[config.mk]
export PLATFORM = sky130hd
export DESIGN_NAME = cmd_stream_loader
export DESIGN_NICKNAME = d
export VERILOG_FILES = /design/src/rtl/cmd_loader_pkg.sv /design/src/rtl/cmd_wr_buf.sv /design/src/rtl/cmd_stream_loader.sv
export SDC_FILE = /design/constraint.sdc
export NUM_CORES = 1
export LEC_CHECK = 0
export CORE_MARGIN = 3
export CORE_UTILIZATION = 45
export CTS_CLUSTER_SIZE = 28
export DETAILED_ROUTE_END_ITERATION = 7
export DONT_BUFFER_PORTS = 1
export GPL_TIMING_DRIVEN = 0
export MAX_ROUTING_LAYER = met4
export SKIP_LAST_GASP = 1
export SYNTH_ARGS = -nofsm -noshare
export SYNTH_HDL_FRONTEND = slang
export SYNTH_SLANG_ARGS = --single-unit
export TNS_END_PERCENT = 30
[constraint.sdc]
create_clock -name clk_sys -period 2.93 [get_ports clk_sys]
set_input_delay 0.1465 -clock clk_sys [delete_from_list [all_inputs] [get_ports clk_sys]]
set_output_delay 0.1465 -clock clk_sys [all_outputs]
set_load 0.1 [all_outputs]
[src/rtl/cmd_loader_pkg.sv]
// Shared types and constants for the TRS-80 /CMD stream loader.
// States, record kinds, record-type bytes and error codes.
package cmd_loader_pkg;

  typedef enum logic [3:0] {
    S_IDLE,
    S_TYPE,
    S_LEN,
    S_ADDR_LO,
    S_ADDR_HI,
    S_DATA,
    S_XLO,
    S_XHI,
    S_SKIP,
    S_DONE,
    S_FLUSH,
    S_EXEC
  } state_t;

  typedef enum logic [1:0] {
    K_LOAD,
    K_XFER,
    K_SKIP
  } kind_t;

  localparam logic [7:0] REC_LOAD = 8'h01;
  localparam logic [7:0] REC_XFER = 8'h02;

  localparam logic [1:0] ERR_NONE  = 2'd0;
  localparam logic [1:0] ERR_TRUNC = 2'd1;
  localparam logic [1:0] ERR_LEN   = 2'd2;
  localparam logic [1:0] ERR_TYPE  = 2'd3;

  // Length bytes 0..2 encode 256..258 payload bytes; two are the address.
  function automatic logic [8:0] load_count(input logic [7:0] n);
    if (n < 8'd3) return {1'b0, n} + 9'd254;
    return {1'b0, n} - 9'd2;
  endfunction

endpackage

[src/rtl/cmd_wr_buf.sv]
// One-entry valid/ready buffer between the parser and the RAM arbiter.
// A new entry may be loaded in the same cycle the old one drains.
module cmd_wr_buf #(
  parameter int AW = 16
) (
  input  logic          clk,
  input  logic          rst_n,
  input  logic          push,
  input  logic [AW-1:0] push_addr,
  input  logic [7:0]    push_data,
  input  logic          ready,
  output logic          valid,
  output logic [AW-1:0] addr,
  output logic [7:0]    data
);

  always_ff @(posedge clk or negedge rst_n) begin
    if (!rst_n) begin
      valid <= 1'b0;
      addr  <= '0;
      data  <= '0;
    end else if (push) begin
      valid <= 1'b1;
      addr  <= push_addr;
      data  <= push_data;
    end else if (ready) begin
      valid <= 1'b0;
    end
  end

endmodule

[src/rtl/cmd_stream_loader.sv]
// TRS-80 /CMD stream parser: RAM writes with backpressure, relocation,
// transfer-address capture, timed execute pulse and error reporting.
module cmd_stream_loader
  import cmd_loader_pkg::*;
#(
  parameter logic [7:0]  INDEX       = 8'd2,
  parameter int          ADDR_W      = 16,
  parameter int unsigned ADDR_OFFSET = 0,
  parameter int          EXEC_HOLD   = 16,
  parameter bit          STRICT      = 1'b0
) (
  input  logic              clk_sys,
  input  logic              reset_n,
  input  logic              ioctl_download,
  input  logic [7:0]        ioctl_index,
  input  logic              ioctl_wr,
  input  logic [7:0]        ioctl_dout,
  output logic              ioctl_wait,
  output logic              loader_download,
  output logic              loader_wr,
  input  logic              loader_ready,
  output logic [ADDR_W-1:0] loader_addr,
  output logic [7:0]        loader_data,
  output logic [15:0]       execute_addr,
  output logic              execute_enable,
  output logic              error,
  output logic [1:0]        err_code,
  output logic [7:0]        blocks_loaded
);

  localparam int HW = (EXEC_HOLD > 1) ? $clog2(EXEC_HOLD) : 1;

  state_t      state, st_n;
  kind_t       kind, kind_n;
  logic [8:0]  cnt, cnt_n;
  logic [15:0] ptr, ptr_n;
  logic [7:0]  xlo, xlo_n;
  logic [15:0] xaddr_n;
  logic        xfer, xfer_n;
  logic [1:0]  err_n;
  logic [7:0]  blk_n;
  logic [HW-1:0] hold, hold_n;
  logic        dl, dl_q, rise;
  logic        stall, take, push;
  logic        set_err;
  logic [1:0]  err_val;
  logic [7:0]  b;
  logic [ADDR_W-1:0] wr_addr;

  assign dl    = ioctl_download & (ioctl_index == INDEX);
  assign rise  = dl & ~dl_q;
  assign stall = loader_wr & ~loader_ready & (state == S_DATA);
  assign take  = dl & ioctl_wr & ~stall;
  assign b     = ioctl_dout;

  assign ioctl_wait      = stall;
  assign loader_download = dl_q | loader_wr;
  assign execute_enable  = (state == S_EXEC);
  assign error           = |err_code;
  assign wr_addr = ADDR_W'(ADDR_OFFSET) + ADDR_W'(ptr);

  cmd_wr_buf #(
    .AW(ADDR_W)
  ) u_buf (
    .clk       (clk_sys),
    .rst_n     (reset_n),
    .push      (push),
    .push_addr (wr_addr),
    .push_data (b),
    .ready     (loader_ready),
    .valid     (loader_wr),
    .addr      (loader_addr),
    .data      (loader_data)
  );

  always_comb begin
    st_n    = state;
    kind_n  = kind;
    cnt_n   = cnt;
    ptr_n   = ptr;
    xlo_n   = xlo;
    xaddr_n = execute_addr;
    xfer_n  = xfer;
    err_n   = err_code;
    blk_n   = blocks_loaded;
    hold_n  = hold;
    push    = 1'b0;
    set_err = 1'b0;
    err_val = ERR_NONE;

    case (state)
      S_TYPE: if (take) begin
        st_n = S_LEN;
        case (b)
          REC_LOAD: kind_n = K_LOAD;
          REC_XFER: kind_n = K_XFER;
          default: begin
            kind_n = K_SKIP;
            if (STRICT) begin
              set_err = 1'b1;
              err_val = ERR_TYPE;
              st_n    = S_DONE;
            end
          end
        endcase
      end
      S_LEN: if (take) begin
        unique case (kind)
          K_LOAD: begin
            cnt_n = load_count(b);
            st_n  = S_ADDR_LO;
          end
          K_XFER: begin
            if (b == 8'd2) begin
              st_n = S_XLO;
            end else begin
              set_err = 1'b1;
              err_val = ERR_LEN;
              st_n    = S_DONE;
            end
          end
          default: begin
            cnt_n = (b == 8'd0) ? 9'd256 : {1'b0, b};
            st_n  = S_SKIP;
          end
        endcase
      end
      S_ADDR_LO: if (take) begin
        ptr_n[7:0] = b;
        st_n       = S_ADDR_HI;
      end
      S_ADDR_HI: if (take) begin
        ptr_n[15:8] = b;
        st_n = (cnt == 9'd0) ? S_TYPE : S_DATA;
      end
      S_DATA: if (take) begin
        push  = 1'b1;
        ptr_n = ptr + 16'd1;
        cnt_n = cnt - 9'd1;
        if (cnt == 9'd1) begin
          st_n = S_TYPE;
          if (blocks_loaded != 8'hFF) blk_n = blocks_loaded + 8'd1;
        end
      end
      S_XLO: if (take) begin
        xlo_n = b;
        st_n  = S_XHI;
      end
      S_XHI: if (take) begin
        xaddr_n = {b, xlo};
        xfer_n  = 1'b1;
        st_n    = S_DONE;
      end
      S_SKIP: if (take) begin
        cnt_n = cnt - 9'd1;
        if (cnt == 9'd1) st_n = S_TYPE;
      end
      S_FLUSH: if (!loader_wr) begin
        hold_n = HW'(EXEC_HOLD - 1);
        st_n   = (xfer && !error) ? S_EXEC : S_IDLE;
      end
      S_EXEC: begin
        if (hold == '0) st_n = S_IDLE;
        else hold_n = hold - 1'b1;
      end
      default: ;
    endcase

    // take is gated by dl, so nothing above has fired when dl is low
    if (!dl && state inside {[S_TYPE:S_DONE]}) begin
      st_n = S_FLUSH;
      if (state != S_TYPE && state != S_DONE) begin
        set_err = 1'b1;
        err_val = ERR_TRUNC;
      end
    end

    if (set_err && !error) err_n = err_val;

    if (rise) begin
      st_n   = S_TYPE;
      err_n  = ERR_NONE;
      blk_n  = 8'd0;
      xfer_n = 1'b0;
      push   = 1'b0;
    end
  end

  always_ff @(posedge clk_sys or negedge reset_n) begin
    if (!reset_n) begin
      state <= S_IDLE;
    end else begin
      state <= st_n;
    end
  end

  always_ff @(posedge clk_sys or negedge reset_n) begin
    if (!reset_n) begin
      dl_q          <= 1'b0;
      kind          <= K_SKIP;
      cnt           <= '0;
      ptr           <= '0;
      xlo           <= '0;
      execute_addr  <= '0;
      xfer          <= 1'b0;
      err_code      <= ERR_NONE;
      blocks_loaded <= '0;
      hold          <= '0;
    end else begin
      dl_q          <= dl;
      kind          <= kind_n;
      cnt           <= cnt_n;
      ptr           <= ptr_n;
      xlo           <= xlo_n;
      execute_addr  <= xaddr_n;
      xfer          <= xfer_n;
      err_code      <= err_n;
      blocks_loaded <= blk_n;
      hold          <= hold_n;
    end
  end

endmodule

==> qor.csv, run 1 <==
stage,metric,value,unit
outcome,status,"complete, no violations",
worst_setup_path,slowest_delay,630,ps
sta,period_share,98.3,%
floorplan,die-area,12900,um^2
logic_synthesis,synth.area.top_cells,"dfrtp_1 (46%), mux2_2 (11%), a21oi_1 (5.4%)",
layout,fin_nets,580,
logic_synthesis,yosys_most_used_dff,dfrtp_1,
placed_design,port_buffers,0,
drt,drt-pass1-iter-count,5,
sta,report.final.slew_viol_count,0,
drt,wl,13.8,mm
logic_synthesis,syn_area_per_cell,9.77,um^2
worst_setup_path,cp_slowest_cell,dfrtp_2,
sta,setup_viol,0,
clocking,clk_latency,350,ps
layout,drive_above_1_share,18.5,%
sta,hold_slack,29.3,ps
sta,min_period,2880,ps
worst_setup_path,end_kind,register,
floorplan,die_x,114,um
worst_setup_path,required,3210,ps
logic_synthesis,yosysSeqAreaShare,46.1,%
logic_synthesis,synth_edf_count,0,
clocking,cts_max_level,3,
floorplan,start_util,47.1,%
worst_setup_path,crit_type,register to register,
floorplan,core_area,11100,um^2
floorplan,die_y,114,um
worst_setup_path,path_max_fanout,10,
clocking,clk_path_buf_depth,2,
layout,n_fill_cell,1039,
drt,drtAntennaViolNets,0,
floorplan,rows,38,
sta,finalHoldViolations,0,
layout,syn2layout_area_growth,11.8,%
logic_synthesis,yosysUniqueCellTypes,65,
drt,wire_per_inst,19.9,um
min_path,hold_path.class,input port to register,
worst_setup_path,cp_top_family,simple AND/OR/NAND/NOR gates,
sta,tightest_slew,1040,ps
logic_synthesis,yosys_warnings,0,
logic_synthesis,synthCells,534,
logic_synthesis,synthesis.nets,562,
worst_setup_path,crit_buf_inv,2,
layout,multi_input_area,2660,um^2
logic_synthesis,ys_ff_latch,96,
layout,stdcell_count,696,
power_and_ir_drop,ir_drop,0.000477,V
placed_design,place_inst,676,
drt,drtIter0Drc,414,
grt,overflow,0,
run,cap_violations,0,
placed_design,gp_congestion,0.893,
layout,fin_util,52.7,%
grt,grtUsageTotal,23.0,%
clocking,tritoncts,done,
logic_synthesis,syn_area,5220,um^2
power_and_ir_drop,p_per_area,573,nW/um^2
sta,rsz0062_at_grt,true,
worst_setup_path,worstPathCellList,and2b_2 -> nand2_1 -> clkinvlp_4 -> nor4_4 -> clkbuf_1 -> a21oi_1 -> a21oi_1,
layout,diodes,0,
clocking,cts_buffers,9,
grt,grt_pass1_wl,22.7,mm
grt,antenna_found_initial,0,
clocking,clockRootBuffer,clkbuf_16,
worst_setup_path,crit_path_start_kind,register,
sta,max_freq,0.347,GHz
drt,via_count,4314,
grt,grt_max_degree,97,
worst_setup_path,crit_arrival,3160,ps
drt,vias_per_cell,6.20,
worst_setup_path,cp_common_cell,a21oi_1,
power_and_ir_drop,p_leak,2.57,nW
floorplan,io_pins,76,
logic_synthesis,netlist.area_leader.share,45.6,%
power_and_ir_drop,power.total,3.34,mW
sta,maxSlewHeadroom,30.6,%
sta,fin_skew,6.69,ps
logic_synthesis,yosysTopAreaCell,dfrtp_1,
logic_synthesis,async_reset_ff_share,100,%
clocking,clk_pin_slew_worst_paths,70,ps
sta,setup_tns,0,ps
grt,grt_pass1_vias,4298,
clocking,cts_num_sinks,96,
placed_design,hpwlAfterDp,9.50,mm
drt,drc_errors,0,
layout,regArea,2400,um^2
-- worst paths after layout --
kind | slack (ps) | startpoint | to | cells past startpoint
max | 50 | u_buf.valid$_DFFE_PN0P_ | cnt[7]$_DFFE_PN0P_ | 7
min | 30 | ioctl_dout[7] | ptr[15]$_DFFE_PN0P_ | 2
max reg2reg | 50 | u_buf.valid$_DFFE_PN0P_ | cnt[7]$_DFFE_PN0P_ | 7
min reg2reg | 500 | xlo[5]$_DFFE_PN0P_ | execute_addr[5]$_DFFE_PN0P_ | 1
max in group asynchronous | 2070 | reset_n | u_buf.valid$_DFFE_PN0P_ | 2
min in group asynchronous | 360 | reset_n | state[2]$_DFFE_PN0P_ | 2
-- what timing repair did --
item	4_1_cts	5_1_grt
setup endpoints to repair	51	46
cloned	0	0
gates resized for setup	4	9
hold buffers	4	0
pin swaps	1	0
endpoints found under the hold margin	102	0
buffers inserted	1	0
-- cells by family after synthesis --
group / count (synthesis) / synth area share [%]
buffers and inverters: 53 / 3.86
XOR/XNOR: 10 / 1.68
adder cells (fa/ha/maj): 7 / 1.68
AO/OA/AOI/OAI: 135 / 15.8
AND/OR/NAND/NOR: 181 / 19.8
multiplexers: 52 / 11.1
flip-flops: 96 / 46.1
-- metal layers --
metal	wire length [um]	track usage [%]
met1	6340	31.0
met2	6190	33.8
met3	1110	7.59
met4	201	5.93
met5	0	-
-- stage by stage --
stage / setup slack (ps) / cell area [um^2]
detailed placement: -377 / 5430
global placement: -397 / 5390
global route: -94.0 / 5840
floorplan: 93.5 / 5220
finish: 50.1 / 5840
CTS: -94.2 / 5800
-- worst reg2reg max path, stage by stage, from the launching register on --
cell        delay, ps
dfrtp_2           630
and2b_2           330
nand2_1           160
clkinvlp_4        530
nor4_4            510
clkbuf_1          390
a21oi_1           120
a21oi_1           130
-- power breakdown --
| group | total (mW) | switching, mW | internal [mW] | leakage [nW] |
|---|---|---|---|---|
| Combinational | 0.755 | 0.470 | 0.284 | 1.13 |
| Clock | 1.19 | 0.525 | 0.663 | 0.146 |
| Sequential | 1.40 | 0.0414 | 1.36 | 1.29 |
| Total | 3.34 | 1.04 | 2.31 | 2.57 |
-- cells in the mapped netlist (8+ instances only) --
master / number
a21oi_1: 56
and3_1: 9
clkbuf_1: 30
dfrtp_1: 95
inv_1: 18
mux2_2: 49
nand2_1: 40
nand2b_1: 9
nand3_1: 19
nand4_1: 9
nor2_1: 24
nor3_1: 11
nor4_1: 11
o21ai_0: 26
o31ai_1: 8
or2_2: 8
or4_1: 8
-- area by class of cell --
type                            instances  share of cell area, %
Sequential cell                        96                   41.2
Tap cell                              140                   3.00
Clock inverter                          6                   1.20
Inverter                               19                   1.29
Multi-Input combinational cell        385                   45.5
Clock buffer                            9                   3.86
Timing Repair Buffer                    7                   1.65
Buffer                                 34                   2.29
-- sequential cells by signal, summed over array words and instances, names as in the netlist --
signal         cells
cnt                9
blocks_loaded      8
u_buf.valid        1
dl_q               1
hold               4
xlo                8
kind               2
err_code           2
ptr               16
u_buf.addr        16
xfer               1
u_buf.data         8
execute_addr      16
state              4
-- placed cells by master, fill, tap and decap left out, types with 9 or more instances in the layout --
cell type,count
dfrtp_1,94
a21oi_1,56
mux2_2,49
nand2_1,40
clkbuf_1,27
o21ai_0,25
nor2_1,23
nand3_1,19
inv_1,17
nor3_1,11
and3_1,9
nand2b_1,9
nand4_1,9
nor4_1,9
clkbuf_16,9
(Power assumes the default switching activity.)
==> run 2: changes to the inputs <==
--- a/config.mk
+++ b/config.mk
@@ -5,7 +5,6 @@
 export SDC_FILE = /design/constraint.sdc
 export NUM_CORES = 1
 export LEC_CHECK = 0
-export CORE_MARGIN = 3
 export CORE_UTILIZATION = 45
 export CTS_CLUSTER_SIZE = 28
 export DETAILED_ROUTE_END_ITERATION = 7
==> run 2 against run 1 <==
Effect of this change: maximum frequency fell by 0.90%; die area is 6.9% lower; clock power is 10% lower; count of clock-buffer cells in the layout rose by 1; design area shrank 0.66%; worst setup slack got worse by 26 ps; clock skew is 0.98 ps lower; non-clock buffer count did not move; register-to-register slack worse by 30 ps; sequential cell count is the same; hold slack worse by 8.8 ps; largest cell class unchanged; largest power group unchanged.
==> qor.csv, run 2 (synthesis results as in run 1) <==
stage,metric,value,unit,change
sta,tightest_slew,1040,ps,-2.83 ps
clocking,tritoncts,done,,
sta,setup_viol,0,,unchanged
min_path,hold-path-endpoint,ptr[15]$_DFFE_PN0P_,,
worst_setup_path,cp_slowest_cell,dfrtp_2,,
worst_setup_path,reg2reg_depth,7,,unchanged
min_path,hp-start,ioctl_dout[7],,
placed_design,port_buffers,0,,unchanged
floorplan,start_util,47.1,%,unchanged
sta,maxSlewHeadroom,30.8,%,+0.19 points
run,cap_violations,0,,unchanged
worst_setup_path,worstReg2RegEnd,cnt[7]$_DFFE_PN0P_,,
worst_setup_path,r2r_slack,20,ps,-30 ps
sta,period_share,99.2,%,+0.89 points
clocking,clk_pin_slew_worst_paths,60,ps,about the same
grt,grt_use_met2,36.9,%,+3.1 points
floorplan,die_x,110,um,-3.5%
grt,grt_max_degree,97,,unchanged
grt,antenna_found_initial,1,,+1
layout,fin_nets,580,,unchanged
worst_setup_path,slowest_delay,630,ps,about the same
worst_setup_path,worstPathCellList,and2b_2 -> nand2_1 -> clkinvlp_4 -> nor4_4 -> clkbuf_1 -> a21oi_1 -> a21oi_1,,
placed_design,place_inst,676,,unchanged
drt,via_count,4285,,-0.67%
power_and_ir_drop,p_per_area,554,nW/um^2,-3.3%
worst_setup_path,crit_path_start_kind,register,,
clocking,clockRootBuffer,clkbuf_16,,
grt,overflow,0,,unchanged
worst_setup_path,crit_arrival,3180,ps,+20 ps
worst_setup_path,end_kind,register,,
drt,drtAntennaViolNets,0,,unchanged
drt,drc_errors,0,,unchanged
power_and_ir_drop,p_leak,2.54,nW,-1.2%
sta,fin_ws,24.1,ps,-26.1 ps
grt,grt_pass1_wl,22.1,mm,-2.4%
placed_design,placed_cell_area,5430,um^2,unchanged
worst_setup_path,path_max_fanout,10,,unchanged
worst_setup_path,reg2reg_from,u_buf.valid$_DFFE_PN0P_,,
outcome,status,"complete, no violations",,
min_path,hold_path.class,input port to register,,
clocking,clk_path_buf_depth,2,,unchanged
drt,vias_per_cell,6.15,,-0.81%
worst_setup_path,crit_type,register to register,,
clocking,clk_latency,350,ps,about the same
drt,wl,13.3,mm,-3.6%
floorplan,die_y,110,um,-3.5%
sta,min_period,2910,ps,+26.1 ps
sta,report.final.slew_viol_count,0,,unchanged
grt,grt.busiest_layer,met2,,
min_path,hold_depth,2,,unchanged
grt,grt_use_met1,33.3,%,+2.4 points
layout,stdcell_count,697,,+0.14%
placed_design,preCtsSetupSlack,-409,ps,-32.5 ps
grt,grt_pass1_vias,4224,,-1.7%
clocking,cts_num_sinks,96,,unchanged
power_and_ir_drop,power.total,3.21,mW,-4.0%
grt,grt_util_met3,5.99,%,-1.6 points
floorplan,core_area,11100,um^2,unchanged
floorplan,die-area,12000,um^2,-6.9%
drt,drtIter0Drc,360,,-13%
sta,hold_slack,20.5,ps,-8.75 ps
clocking,cts_max_level,3,,unchanged
layout,largestRegisters,"execute_addr: 16 flops, ptr: 16 flops, u_buf.addr: 16 flops",,
drt,wire_per_inst,19.1,um,-3.7%
sta,finalHoldViolations,0,,unchanged
placed_design,hpwlAfterDp,9.25,mm,-2.6%
drt,drt-pass1-iter-count,5,,unchanged
layout,n_fill_cell,1013,,-2.5%
layout,postLayoutCellArea,5800,um^2,-0.66%
clocking,cts_buffers,9,,unchanged
layout,drive_above_1_share,18.3,%,-0.18 points
floorplan,io_pins,76,,unchanged
worst_setup_path,cp_common_cell,a21oi_1,,
sta,max_freq,0.344,GHz,-0.90%
worst_setup_path,required,3200,ps,about the same
worst_setup_path,crit_buf_inv,2,,unchanged
floorplan,rows,38,,unchanged
sta,rsz0062_at_grt,true,,
worst_setup_path,cp.depth,7,,unchanged
layout,layout_common_cells,"dfrtp_1 (94), a21oi_1 (56), mux2_2 (49)",,
grt,grtUsageTotal,25.1,%,+2.1 points
sta,fin_skew,5.71,ps,-0.984 ps
layout,syn2layout_area_growth,11.1,%,
worst_setup_path,cp_top_family,simple AND/OR/NAND/NOR gates,,
power_and_ir_drop,ir_drop,0.000365,V,-24%
placed_design,gp_congestion,0.875,,-1.9%
layout,final_common_cell,dfrtp_1,,
[run 2: where the power goes]
part | leakage, nW | internal, mW | switching, mW
Combinational | 1.12 | 0.281 | 0.458
Clock | 0.125 | 0.571 | 0.504
Sequential | 1.29 | 1.36 | 0.0381
Total | 2.54 | 2.21 | 0.999
[run 2: cell type report]
class	count	area, um^2	area share [%]
timing repair buffer	7	96.3	1.66
inverter	19	75.1	1.29
tap	140	175	3.02
clock inverter	5	33.8	0.583
multi-input combinational	385	2650	45.7
antenna	1	2.50	0.0432
buffer	34	134	2.31
clock buffer	10	229	3.95
sequential	96	2400	41.5
[run 2: repair_timing]
action                                  4_1_cts  5_1_grt
cloned                                        0        0
hold endpoints to repair                    102        0
setup buffers                                 1        0
endpoints found under the setup margin       46       46
hold buffers                                  4        0
pin swaps                                     1        0
resized for setup                             6        7
[run 2: routing by layer]
metal	vias up	share of wire, %
li1	2007	-
met1	2086	46
met2	166	44
met3	26	8.3
met4	0	2.6
met5	-	0
[run 2: worst max path at each step]
stage / from / endpoint
floorplan: u_buf.valid$_DFFE_PN0P_ / ptr[4]$_DFFE_PN0P_
global placement: u_buf.valid$_DFFE_PN0P_ / ptr[4]$_DFFE_PN0P_
detailed placement: u_buf.valid$_DFFE_PN0P_ / ptr[4]$_DFFE_PN0P_
CTS: state[2]$_DFFE_PN0P_ / u_buf.addr[10]$_DFFE_PN0P_
global route: u_buf.valid$_DFFE_PN0P_ / cnt[1]$_DFFE_PN0P_
finish: u_buf.valid$_DFFE_PN0P_ / cnt[7]$_DFFE_PN0P_
[run 2: stage by stage]
step                util, %  TNS (ps)
floorplan                 -         0
global placement       48.7    -11100
detailed placement     49.0    -11220
CTS                    52.1     -39.9
global route           52.3      -671
finish                 52.3         0
